**config.mk**
```make
export PLATFORM = sky130hd
export DESIGN_NAME = ram_arbiter
export DESIGN_NICKNAME = d
export VERILOG_FILES = /design/src/rtl/ram_arbiter.sv
export SDC_FILE = /design/constraint.sdc
export NUM_CORES = 1
export LEC_CHECK = 0
export CAP_MARGIN = 30
export CORE_MARGIN = 2
export CORE_UTILIZATION = 42
export CTS_CLUSTER_SIZE = 14
export DETAILED_ROUTE_END_ITERATION = 10
export PLACE_DENSITY = 0.81
export SLEW_MARGIN = 20
export SYNTH_ARGS = -nofsm -noshare
export SYNTH_HDL_FRONTEND = slang
export SYNTH_SLANG_ARGS = --single-unit
export TNS_END_PERCENT = 5
```
**constraint.sdc**
```tcl
create_clock -name clk -period 4.6 [get_ports clk]
set_clock_uncertainty 0.1 [all_clocks]
set_input_delay 0.69 -clock clk [delete_from_list [all_inputs] [get_ports clk]]
set_output_delay 0.69 -clock clk [all_outputs]
set_load 0.03 [all_outputs]
```
**src/rtl/ram_arbiter.sv**
```systemverilog
// ram_arbiter: two-port arbiter and sequencer for a negedge-sampled, registered-read data RAM.
// Defining RAM_ARB_FIXED_PRIO_EN gives port A fixed priority; otherwise arbitration is round-robin.
module ram_arbiter #(
  parameter int AW = 10,
  parameter int DW = 32
) (
  input  logic          clk,
  input  logic          rst,
  input  logic          a_req,
  input  logic          a_we,
  input  logic [AW-1:0] a_addr,
  input  logic [DW-1:0] a_wdata,
  output logic          a_ack,
  output logic [DW-1:0] a_rdata,
  input  logic          b_req,
  input  logic          b_we,
  input  logic [AW-1:0] b_addr,
  input  logic [DW-1:0] b_wdata,
  output logic          b_ack,
  output logic [DW-1:0] b_rdata,
  output logic          busy,
  output logic          ram_we,
  output logic [AW-1:0] ram_addr,
  output logic [DW-1:0] ram_din,
  input  logic [DW-1:0] ram_dout
);
  typedef enum logic [1:0] {IDLE, ACCESS, ACK} state_t;
  state_t state, next;
  logic owner, last_grant, we_l, gnt_b, start;
`ifdef RAM_ARB_FIXED_PRIO_EN
  assign gnt_b = b_req & ~a_req;
`else
  assign gnt_b = b_req & (~a_req | ~last_grant);
`endif
  assign start = (state == IDLE) & (a_req | b_req);
  always_ff @(posedge clk or posedge rst) begin
    if (rst) state <= IDLE;
    else state <= next;
  end
  always_comb begin
    next = state == IDLE ? (start ? ACCESS : IDLE) : state == ACCESS ? ACK : IDLE;
  end
  always_ff @(posedge clk or posedge rst) begin
    if (rst) begin
      owner      <= 1'b0;
      last_grant <= 1'b1;
      we_l       <= 1'b0;
      ram_addr   <= '0;
      ram_din    <= '0;
      a_rdata    <= '0;
      b_rdata    <= '0;
    end else begin
      if (start) begin
        owner      <= gnt_b;
        last_grant <= gnt_b;
        we_l       <= gnt_b ? b_we : a_we;
        ram_addr   <= gnt_b ? b_addr : a_addr;
        ram_din    <= gnt_b ? b_wdata : a_wdata;
      end
      if (state == ACCESS && !we_l && owner) b_rdata <= ram_dout;
      if (state == ACCESS && !we_l && !owner) a_rdata <= ram_dout;
    end
  end
  // Write enable is gated by state so an async reset removes it immediately.
  always_comb begin
    ram_we = (state == ACCESS) & we_l;
    busy   = state != IDLE;
    a_ack  = (state == ACK) & ~owner;
    b_ack  = (state == ACK) & owner;
  end
endmodule

```
==> Word level (Yosys, flattened, before mapping) <==
Cells that the tools add are included.
{ "word_totals": {"out_inout_bits": 110, "n_memories": 0, "mem_bits_rw": 0, "word_cells": 33, "latchBits": 0, "ff_bits": 111, "inputBits": 122, "rom_bits": 0} }
{ "op_classes": {"n_lt_le_gt_ge": 0, "n_mul": 0, "eq_ne": 2, "bitwise_logic": 10, "shift": 0, "n_div": 0, "n_reduce_logical": 7, "n_mux": 6, "add_sub_neg": 0} }
{ "ops": {"columns": ["cell", "n"], "rows": [
  ["$mux W32", 1],
  ["$mux W10", 1],
  ["$and A1 B1 Y1", 5],
  ["$mux W2", 2],
  ["$logic_and A1 B1 Y1", 3],
  ["$not A1 Y1", 3],
  ["$eq A2 B1 Y1 const B", 1],
  ["$eq A2 B2 Y1 const B", 1],
  ["$logic_not A1 Y1", 2],
  ["$logic_not A2 Y1", 1],
  ["$mux W1", 2],
  ["$or A1 B1 Y1", 2],
  ["$reduce_bool A2 Y1", 1]
]} }

==> Logic depth before layout (Yosys ltp) <==
Gate-level depths: netlist (run 1).
{ "logic_depth": {"word_depth": 4, "depth_mapped": 5, "ltp_nobuf": 3} }

==> Worst setup path before layout (run 1) <==
No wires, ideal clock.
{ "synth_path": {"path_type": "flip-flop to output port", "from": "register owner", "to": "output b_ack", "n_path_buf": 0, "arrival_ps": 1167, "required_time_ps": 3810, "stages_incl_launch_ff": 3, "slack_ps": 2643, "path_cell_list": "dfrtp_1 inv_1 nor3b_1"} }
{ "synth_between": {"elab_chain_len": 1} }
{ "synth_rtl": {"columns": ["item", "line_no", "rtl"], "rows": [
  ["from (decl)", "29", "logic owner, last_grant, we_l, gnt_b, start;"],
  ["from (signal assigned)", "54", "owner <= gnt_b;"],
  ["$and A1 B1 Y1", "69", "b_ack = (state == ACK) & owner;"],
  ["to (decl)", "19", "output logic b_ack,"]
]} }
Every way passes these cells.

==> Worst setup path in the final report (run 1) <==
{ "layout_path": {"from": "input a_req", "to": "register ram_addr[0]"} }
{ "layout_between": {"elab_chain_len": 4, "elab_cells_between_ends": 6, "cone_classes": "mux: 1; bitwise: 5"} }
{ "layout_rtl": {"columns": ["item", "line_no", "rtl"], "rows": [
  ["from (decl)", "9", "input logic a_req,"],
  ["$not A1 Y1", "33", "assign gnt_b = b_req & (~a_req | ~last_grant);"],
  ["$or A1 B1 Y1", "33", null],
  ["$and A1 B1 Y1", "33", null],
  ["$mux W10", "57", "ram_addr <= gnt_b ? b_addr : a_addr;"],
  ["to (signal assigned)", "57", null],
  ["to (decl)", "23", "output logic [AW-1:0] ram_addr,"]
]} }
Several ways; a longest one is shown, not always the timed one.
A chain may end at the register's enable or synchronous reset.

==> reports/metrics.cfg, run 1 <==
[status]
status = complete, no violations

[clock_network]
cts_setup_buffers = 0
htreeDepth = 3
cts_buffers = 9
clock_sink_count = 111
ctsResizeCount = 0
cts_tree = yes
clockRootBuffer = clkbuf_16
clkLatencyLatePin_ns = 0.33
clockBufferDepth = 2
postCtsHoldBufs = 0
path_clk_slew_ns = 0.07

[critical_path]
cp_data_required_time_ns = 4.73
regToRegStartpoint = state[1]
slowest_delay_ns = 0.67
r2r_slack_ns = 2.09
path_cells = clkdlybuf4s50_1, a21bo_2, buf_4, mux2_4, mux2_4
crit_top_cell = mux2_4
crit_path_start_kind = primary input
cp_slowest_cell = a21bo_2
setup.worst_path.class = in2reg
cp-end-kind = flop
r2r_cells = 4
arrival_ns = 2.96
rr_endpoint = ram_din[23]
crit_path_max_fanout = 25

[timing]
fmax_mhz = 353.0
period_needed_ns = 2.833
slew_headroom_pct = 47.73
final-max-slew-violation-count = 0
setup-violations-final = 0
worst_pin_slew_ns = 0.7841
fin_ws_ns = 1.767
tns_ns = 0
hold_violations = 0
rsz0062_at_grt = no
hold_ws_ns = 0.4063
post-route-period-util_pct = 61.59

[synthesis]
synth_top_area_share_pct = 54.66
synth_fp_nets = 414
synth_top_area_cell = dfrtp_1
ys_ff_latch = 111
syn_area_um2 = 5036
syn_inst = 292
synth_area_leaders = dfrtp_1 55%, mux2_4 23%, mux2_2 16%
ys_warn_count = 0
synth_area_per_cell_um2 = 17.25
yosysUniqueCellTypes = 19
ys_seq_area_share_pct = 55.18

[die]
die-area_um2 = 12880
pin_count = 232
start_util_pct = 43.55
num_rows = 39
die_w_um = 113.5
die_h_um = 113.5
core_um2 = 11560

[finish]
final_common_cell = clkdlybuf4s50_1
syn2layout_area_growth_pct = 53.69
drive_gt1_share_pct = 33.65
utilization_pct = 66.93
final_nets = 647
antennaDiodeCount = 0
most-common-layout-cells = 231 x clkdlybuf4s50_1, 110 x dfrtp_1, 78 x mux2_4, 72 x mux2_2, 9 x clkbuf_16

[hold_path]
holdPathStages = 1
hold_end = a_rdata[16]
min_from = a_rdata[16]
hold_path.class = reg2reg

[global_route]
grt_max_degree = 63
grt_pass1_vias = 3625
grt_usage_pct = 18.41
overflow = 0
grt_pass1_wl_um = 18380
antenna_found_initial = 0

[detailed_routing]
drt-total-wl_um = 11730
firstDrtPassIters = 4
routed_via_density = 4.856
wl_per_cell_um = 17.46
vias = 3263
drtAntennaViolNets = 0
drc = 0
first_iter_violations = 156

[power]
ir_drop_v = 0.0003589
p_total_mw = 5.880
power_density_nw_per_um2 = 759.7
p_leak_nw = 3.363

[place]
routabilityCongestion = 0.6983
place_ws_ns = 1.372
hpwl_um = 8972
portBuffers = 231

[job]
drv_cap = 0

stage by stage:
stage | cells | area [um2]
global placement | 656 | 7417
floorplan | 292 | 5036
CTS | 672 | 7740
finish | 672 | 7740
detailed placement | 657 | 7445
global route | 672 | 7740
routing by layer:
metal	part of all wire, %	vias to the layer above	global-route usage, %	wire length [um]
li1	-	1496	-	-
met1	40	1580	21.39	4737
met2	49	172	32.34	5749
met3	9.2	15	5.579	1074
met4	1.5	0	6.585	171
met5	0	-	0	0
Yosys cell counts:
cell type and number:
a21bo_1 1, a21oi_1 1, a31oi_1 1, and2_1 1
and2b_1 1, buf_12 4, buf_2 1, buf_4 10
buf_6 1, dfrtp_1 110, dfstp_2 1, inv_1 3
mux2_2 72, mux2_4 78, nor2_1 1, nor3b_1 2
nor3b_2 2, o21a_1 1, o22ai_1 1
state kept, by name, indices dropped and copies added (netlist names):
signal,cells
a_rdata,32
owner,1
we_l,1
ram_addr,10
b_rdata,32
last_grant,1
ram_din,32
state,2
worst max-delay path, delay by kind of cell:
| kind | cells | cell delay [ns] |
|---|---|---|
| AOI/OAI and AO/OA | 1 | 0.67 |
| muxes | 2 | 0.60 |
| buffers and inverters | 2 | 0.98 |
cell families after synthesis:
logic type / count (synthesis) / synth area share, %
buffers and inverters: 19 / 3.627
AND/OR/NAND/NOR: 7 / 1.143
AO/OA/AOI/OAI: 5 / 0.6958
flip-flops: 111 / 55.18
multiplexers: 150 / 39.35
worst max path at each step:
| stage | cells past startpoint | start | slack [ns] | to |
|---|---|---|---|---|
| after floorplan | 1 | rst | 0.88 | a_rdata[0] |
| after global placement | 5 | a_req | 1.49 | ram_din[20] |
| after detailed placement | 5 | a_req | 1.37 | ram_din[19] |
| after CTS | 5 | a_req | 1.74 | ram_addr[0] |
| after global routing | 5 | a_req | 1.69 | ram_din[30] |
| final | 5 | a_req | 1.77 | ram_addr[0] |
power by group:
part	total [mW]	internal (mW)	switching, mW
registers	1.78	1.48	0.292
clock network	0.768	0.424	0.344
logic	3.33	1.68	1.66
total	5.88	3.58	2.30
layout make-up:
type,count,area [um2]
tap,143,178.9
multi-input combinational,162,2088
clock buffer,9,225.2
clock inverter,6,70.07
sequential,111,2779
inverter,3,13.76
fill,823,3825
timing repair buffer,238,2385
Power figures use the tool's default switching activity.
==> run 2, diff against run 1 <==
==> constraint.sdc (replaced) <==
create_clock -name clk -period 2.92 [get_ports clk]
set_clock_uncertainty 0.1 [all_clocks]
set_input_delay 0.438 -clock clk [delete_from_list [all_inputs] [get_ports clk]]
set_output_delay 0.438 -clock clk [all_outputs]
set_load 0.03 [all_outputs]
==> run 2 against run 1 <==
Against the previous run:
- count of clock-buffer cells in the layout unchanged
- register-to-register slack worse by 1.1 ns
- sequential power grew 57%
- critical path type is now reg2out
==> reports/metrics.cfg, run 2 (synthesized netlist as in run 1, its figures left out) <==
[global_route]
grt_pass1_vias = 3572  ; -1.5%
grt.busiest_layer = met2
grt_max_degree = 112  ; +78%
grt_usage_pct = 18.80  ; +0.39 points
grt_util_met2_pct = 31.90  ; -0.44 points
grtUsageMet1_pct = 23.05  ; +1.7 points
antenna_found_initial = 0  ; unchanged
met3_usage_pct = 5.685  ; +0.11 points
overflow = 0  ; unchanged
grt_pass1_wl_um = 18910  ; +2.9%

[critical_path]
crit_path_max_fanout = 4  ; -84%
cp-end-kind = output pin
r2r_slack_ns = 0.98  ; -1.11 ns
rr_endpoint = ram_din[23]
setup.worst_path.class = reg2out
cp_data_required_time_ns = 2.38  ; -2.35 ns
crit_path_start_kind = flop
arrival_ns = 1.83  ; -1.13 ns
r2r_cells = 4  ; unchanged
regToRegStartpoint = state[1]

[finish]
antennaDiodeCount = 0  ; unchanged
final_common_cell = clkdlybuf4s50_1
top_regs = a_rdata: 32 flops, b_rdata: 32 flops, ram_din: 32 flops
nFillCells = 852  ; +3.5%
drive_gt1_share_pct = 33.77  ; +0.13 points
final_nets = 647  ; unchanged
most-common-layout-cells = 231 x clkdlybuf4s50_1, 110 x dfrtp_1, 78 x mux2_4, 72 x mux2_2, 9 x clkbuf_16
syn2layout_area_growth_pct = 53.99
utilization_pct = 67.06  ; +0.13 points

[place]
hpwl_um = 9013  ; +0.46%
routabilityCongestion = 0.7325  ; +4.9%
portBuffers = 231  ; unchanged
place_ws_ns = 0.5572  ; -0.8147 ns

[timing]
rsz0062_at_grt = no
post-route-period-util_pct = 80.95
final-max-slew-violation-count = 0  ; unchanged
setup-violations-final = 0  ; unchanged
worst_pin_slew_ns = 0.5956  ; -0.1885 ns
hold_violations = 0  ; unchanged
tns_ns = 0  ; unchanged
fin_ws_ns = 0.5562  ; -1.211 ns
slew_headroom_pct = 60.29  ; +13 points
period_needed_ns = 2.364
fmax_mhz = 423.1
hold_ws_ns = 0.4077  ; +0.001372 ns

[die]
pin_count = 232  ; unchanged
die-area_um2 = 12880  ; unchanged
start_util_pct = 43.55  ; unchanged
die_h_um = 113.5  ; unchanged
core_um2 = 11560  ; unchanged
num_rows = 39  ; unchanged
die_w_um = 113.5  ; unchanged

[detailed_routing]
drc = 0  ; unchanged
drtAntennaViolNets = 0  ; unchanged
drt-total-wl_um = 11960  ; +1.9%
wl_per_cell_um = 17.76  ; +1.7%
vias = 3265  ; +0.061%
firstDrtPassIters = 4  ; unchanged
routed_via_density = 4.851  ; about the same
first_iter_violations = 167  ; +7.1%

[status]
status = complete, no violations

[hold_path]
hold_path.class = reg2reg
min_from = a_rdata[28]
hold_end = a_rdata[28]
holdPathStages = 1  ; unchanged

[power]
p_leak_nw = 3.367  ; +0.11%
ir_drop_v = 0.0009428  ; +160%
p_total_mw = 9.320  ; +58%
power_density_nw_per_um2 = 1202  ; +58%

[clock_network]
clockRootBuffer = clkbuf_16
htreeDepth = 3  ; unchanged
cts_setup_buffers = 0  ; unchanged
clock_sink_count = 111  ; unchanged
cts_tree = yes
path_clk_slew_ns = 0.07  ; about the same
clockBufferDepth = 2  ; unchanged
cts_buffers = 9  ; unchanged
clkLatencyLatePin_ns = 0.33  ; about the same
ctsResizeCount = 0  ; unchanged
postCtsHoldBufs = 0  ; unchanged

[job]
drv_cap = 0  ; unchanged

run 2: cell types whose count changed in the layout (fill, tap and decap cells not counted):
cell	before	now
inv_4	1	0
clkinv_8	0	1
clkinv_4	0	2
clkinv_2	1	0
buf_16	1	0
buf_12	0	1
run 2: where the power goes:
| group | total, mW | leakage [nW] | internal (mW) | switching [mW] |
|---|---|---|---|---|
| sequential | 2.79 | 1.32 | 2.34 | 0.451 |
| clock | 1.27 | 0.151 | 0.685 | 0.581 |
| combinational | 5.27 | 1.90 | 2.64 | 2.62 |
| total | 9.32 | 3.37 | 5.67 | 3.65 |
run 2: final cells by class:
cell class / instances / area [um2] / share of cell area (%)
clock buffers: 9 / 225.2 / 2.904
clock inverters: 7 / 91.34 / 1.178
inverters: 3 / 15.01 / 0.1936
multi-input cells: 162 / 2088 / 26.93
flip-flops and latches: 111 / 2779 / 35.83
well taps: 143 / 178.9 / 2.307
repair buffers: 238 / 2377 / 30.66
run 2: critical path, cell delays in order, from the launching register on:
cell	delay [ns]
dfrtp_1	0.40
nor2_1	0.34
inv_1	0.11
clkdlybuf4s50_1	0.64
run 2: worst max path at each step:
stage	startpoint	end	slack, ns
after floorplan	rst	a_rdata[0]	1.04
after global placement	a_req	ram_din[21]	0.60
after detailed placement	a_req	ram_din[23]	0.56
after CTS	state[1]	ram_we	0.53
after global routing	owner	b_ack	0.40
final	state[1]	busy	0.56
run 2: layer usage:
metal / wire (um) / part of all wire (%) / up-vias
met5: 0 / 0 / -
met4: 184 / 1.5 / 0
met3: 1103 / 9.2 / 12
met2: 5920 / 50 / 161
met1: 4747 / 40 / 1578
li1: - / - / 1514
run 2: metrics by stage:
stage	std cells	area (um2)
CTS	673	7755
global placement	657	7438
finish	673	7755
global route	673	7755
floorplan	292	5040
detailed placement	657	7438
==> run 3, diff against run 2 <==
--- a/config.mk
+++ b/config.mk
@@ -7,10 +7,10 @@
 export LEC_CHECK = 0
 export CAP_MARGIN = 30
 export CORE_MARGIN = 2
-export CORE_UTILIZATION = 42
+export CORE_UTILIZATION = 38
 export CTS_CLUSTER_SIZE = 14
 export DETAILED_ROUTE_END_ITERATION = 10
-export PLACE_DENSITY = 0.81
+export PLACE_DENSITY = 0.78
 export SLEW_MARGIN = 20
 export SYNTH_ARGS = -nofsm -noshare
 export SYNTH_HDL_FRONTEND = slang
==> constraint.sdc (replaced) <==
create_clock -name clk -period 2 [get_ports clk]
set_clock_uncertainty 0.1 [all_clocks]
set_input_delay 0.3 -clock clk [delete_from_list [all_inputs] [get_ports clk]]
set_output_delay 0.3 -clock clk [all_outputs]
set_load 0.03 [all_outputs]
==> run 3 against run 2 <==
Against the previous run:
- global-route usage shrank 1.8 points
- sequential share of layout area fell by 0.68 points
- combinational power is 48% higher
- die area rose by 10%
- hold slack worse by 0.21 ns
- cell count increased by 5.6%
- power increased by 47%
- first-iteration DRC count is 14% lower
- largest power group unchanged
- final area is 1.9% higher
- critical path depth stayed put
- wire length fell by 1.2%
- count of clock-buffer cells in the layout increased by 1
==> reports/metrics.cfg, run 3 (synthesized netlist as in run 1, its figures left out) <==
[job]
drv_cap = 0  ; unchanged

[timing]
setup-violations-final = 0  ; unchanged
slew_headroom_pct = 73.97  ; +14 points
worst_pin_slew_ns = 0.3896  ; -0.2060 ns
period_needed_ns = 1.931
fmax_mhz = 518.0
hold_violations = 0  ; unchanged
fin_ws_ns = 0.06942  ; -0.4868 ns
final-max-slew-violation-count = 0  ; unchanged
post-route-period-util_pct = 96.53
hold_ws_ns = 0.1954  ; -0.2123 ns
rsz0062_at_grt = no

[finish]
syn2layout_area_growth_pct = 56.94
most-common-layout-cells = 227 x clkdlybuf4s50_1, 110 x dfrtp_1, 78 x mux2_4, 72 x mux2_2, 9 x clkbuf_16
antennaDiodeCount = 0  ; unchanged
final_common_cell = clkdlybuf4s50_1
drive_gt1_share_pct = 34.39  ; +0.62 points
final_nets = 652  ; +0.77%
top_regs = a_rdata: 32 flops, b_rdata: 32 flops, ram_din: 32 flops

[global_route]
grt_max_degree = 58  ; -48%
antenna_found_initial = 0  ; unchanged
grt_usage_pct = 16.95  ; -1.8 points
grt_pass1_vias = 3659  ; +2.4%
overflow = 0  ; unchanged
grt_pass1_wl_um = 19000  ; +0.47%

[detailed_routing]
firstDrtPassIters = 3  ; -1
vias = 3305  ; +1.2%
wl_per_cell_um = 16.62  ; -6.4%
first_iter_violations = 143  ; -14%
drt-total-wl_um = 11820  ; -1.2%
drtAntennaViolNets = 0  ; unchanged
drc = 0  ; unchanged
routed_via_density = 4.648  ; -4.2%

[die]
die-area_um2 = 14190  ; +10%
core_um2 = 13090  ; +13%
num_rows = 42  ; +7.7%
die_h_um = 119.1  ; +5.0%
pin_count = 232  ; unchanged
start_util_pct = 38.49  ; -5.1 points
die_w_um = 119.1  ; +5.0%

[clock_network]
htreeDepth = 3  ; unchanged
clkLatencyLatePin_ns = 0.33  ; about the same
clockBufferDepth = 2  ; unchanged
cts_buffers = 9  ; unchanged
path_clk_slew_ns = 0.08  ; about the same
clock_sink_count = 111  ; unchanged
cts_tree = yes
cts_setup_buffers = 0  ; unchanged
postCtsHoldBufs = 0  ; unchanged
clockRootBuffer = clkbuf_16

[critical_path]
arrival_ns = 1.53  ; -0.30 ns
cp_data_required_time_ns = 1.60  ; -0.78 ns
r2r_slack_ns = 0.20  ; -0.78 ns
crit_path_max_fanout = 4  ; unchanged
setup.worst_path.class = reg2out
cp-end-kind = output pin
crit_path_start_kind = flop

[place]
place_ws_ns = -0.06204  ; -0.6193 ns
hpwl_um = 8970  ; -0.48%
routabilityCongestion = 0.7131  ; -2.6%
portBuffers = 231  ; unchanged

[power]
ir_drop_v = 0.0006753  ; -28%
p_leak_nw = 3.423  ; +1.7%
power_density_nw_per_um2 = 1735  ; +44%

[hold_path]
hold_path.class = in2async

[status]
status = complete, no violations

run 3: through the flow:
step / cell area [um2] / utilization, % / std cells / power [mW] / TNS (ns)
final: 7904 / 60.40 / 711 / 13.71 / 0
after CTS: 7908 / 60.43 / 711 / 13.87 / 0
after floorplan: 5040 / - / 292 / 8.835 / 0
after global placement: 7605 / 58.12 / 695 / 11.85 / -0.3456
after global routing: 7904 / 60.40 / 711 / 14.38 / 0
after detailed placement: 7605 / 58.12 / 695 / 12.04 / -1.024
run 3: worst max-delay path, cell delays in order, from the launching register on:
cell and delay (ns):
dfrtp_1 0.40, and2b_1 0.26, and2_1 0.14, clkdlybuf4s15_1 0.40
run 3: cell type report:
cell class	instances	area, um2
Fill cell	1009	5181
Multi-Input combinational cell	162	2088
Timing Repair Buffer	243	2495
Clock buffer	10	229.0
Inverter	3	15.01
Sequential cell	111	2779
Clock inverter	6	77.57
Tap cell	176	220.2
run 3: what timing repair did:
item / 4_1_cts / 5_1_grt
endpoints found under the setup margin: 4 / 2
gates resized for setup: 5 / 3
cloned: 0 / 0
pin swaps: 0 / 0
run 3: where the power goes:
group / switching, mW / total, mW / leakage [nW] / internal [mW]
Combinational: 3.86 / 7.82 / 1.96 / 3.97
Sequential: 0.662 / 4.08 / 1.32 / 3.41
Clock: 0.819 / 1.81 / 0.147 / 0.995
run 3: routing by layer:
layer / up-vias / track usage (%) / routed length [um]
met2: 164 / 29.78 / 5802
met5: - / 0 / 0
met3: 13 / 5.460 / 955
li1: 1514 / - / -
met1: 1614 / 19.53 / 4896
met4: 0 / 5.506 / 161
run 3: final timing paths:
check	depth (start not counted)	from	endpoint
worst max-delay path	3	state[1]	ram_we
worst min-delay path	2	rst	a_rdata[20]
worst max register to register	4	last_grant	ram_din[21]
worst min register to register	1	b_rdata[9]	b_rdata[9]
max in group asynchronous	3	rst	ram_din[26]
min in group clk	1	b_rdata[9]	b_rdata[9]
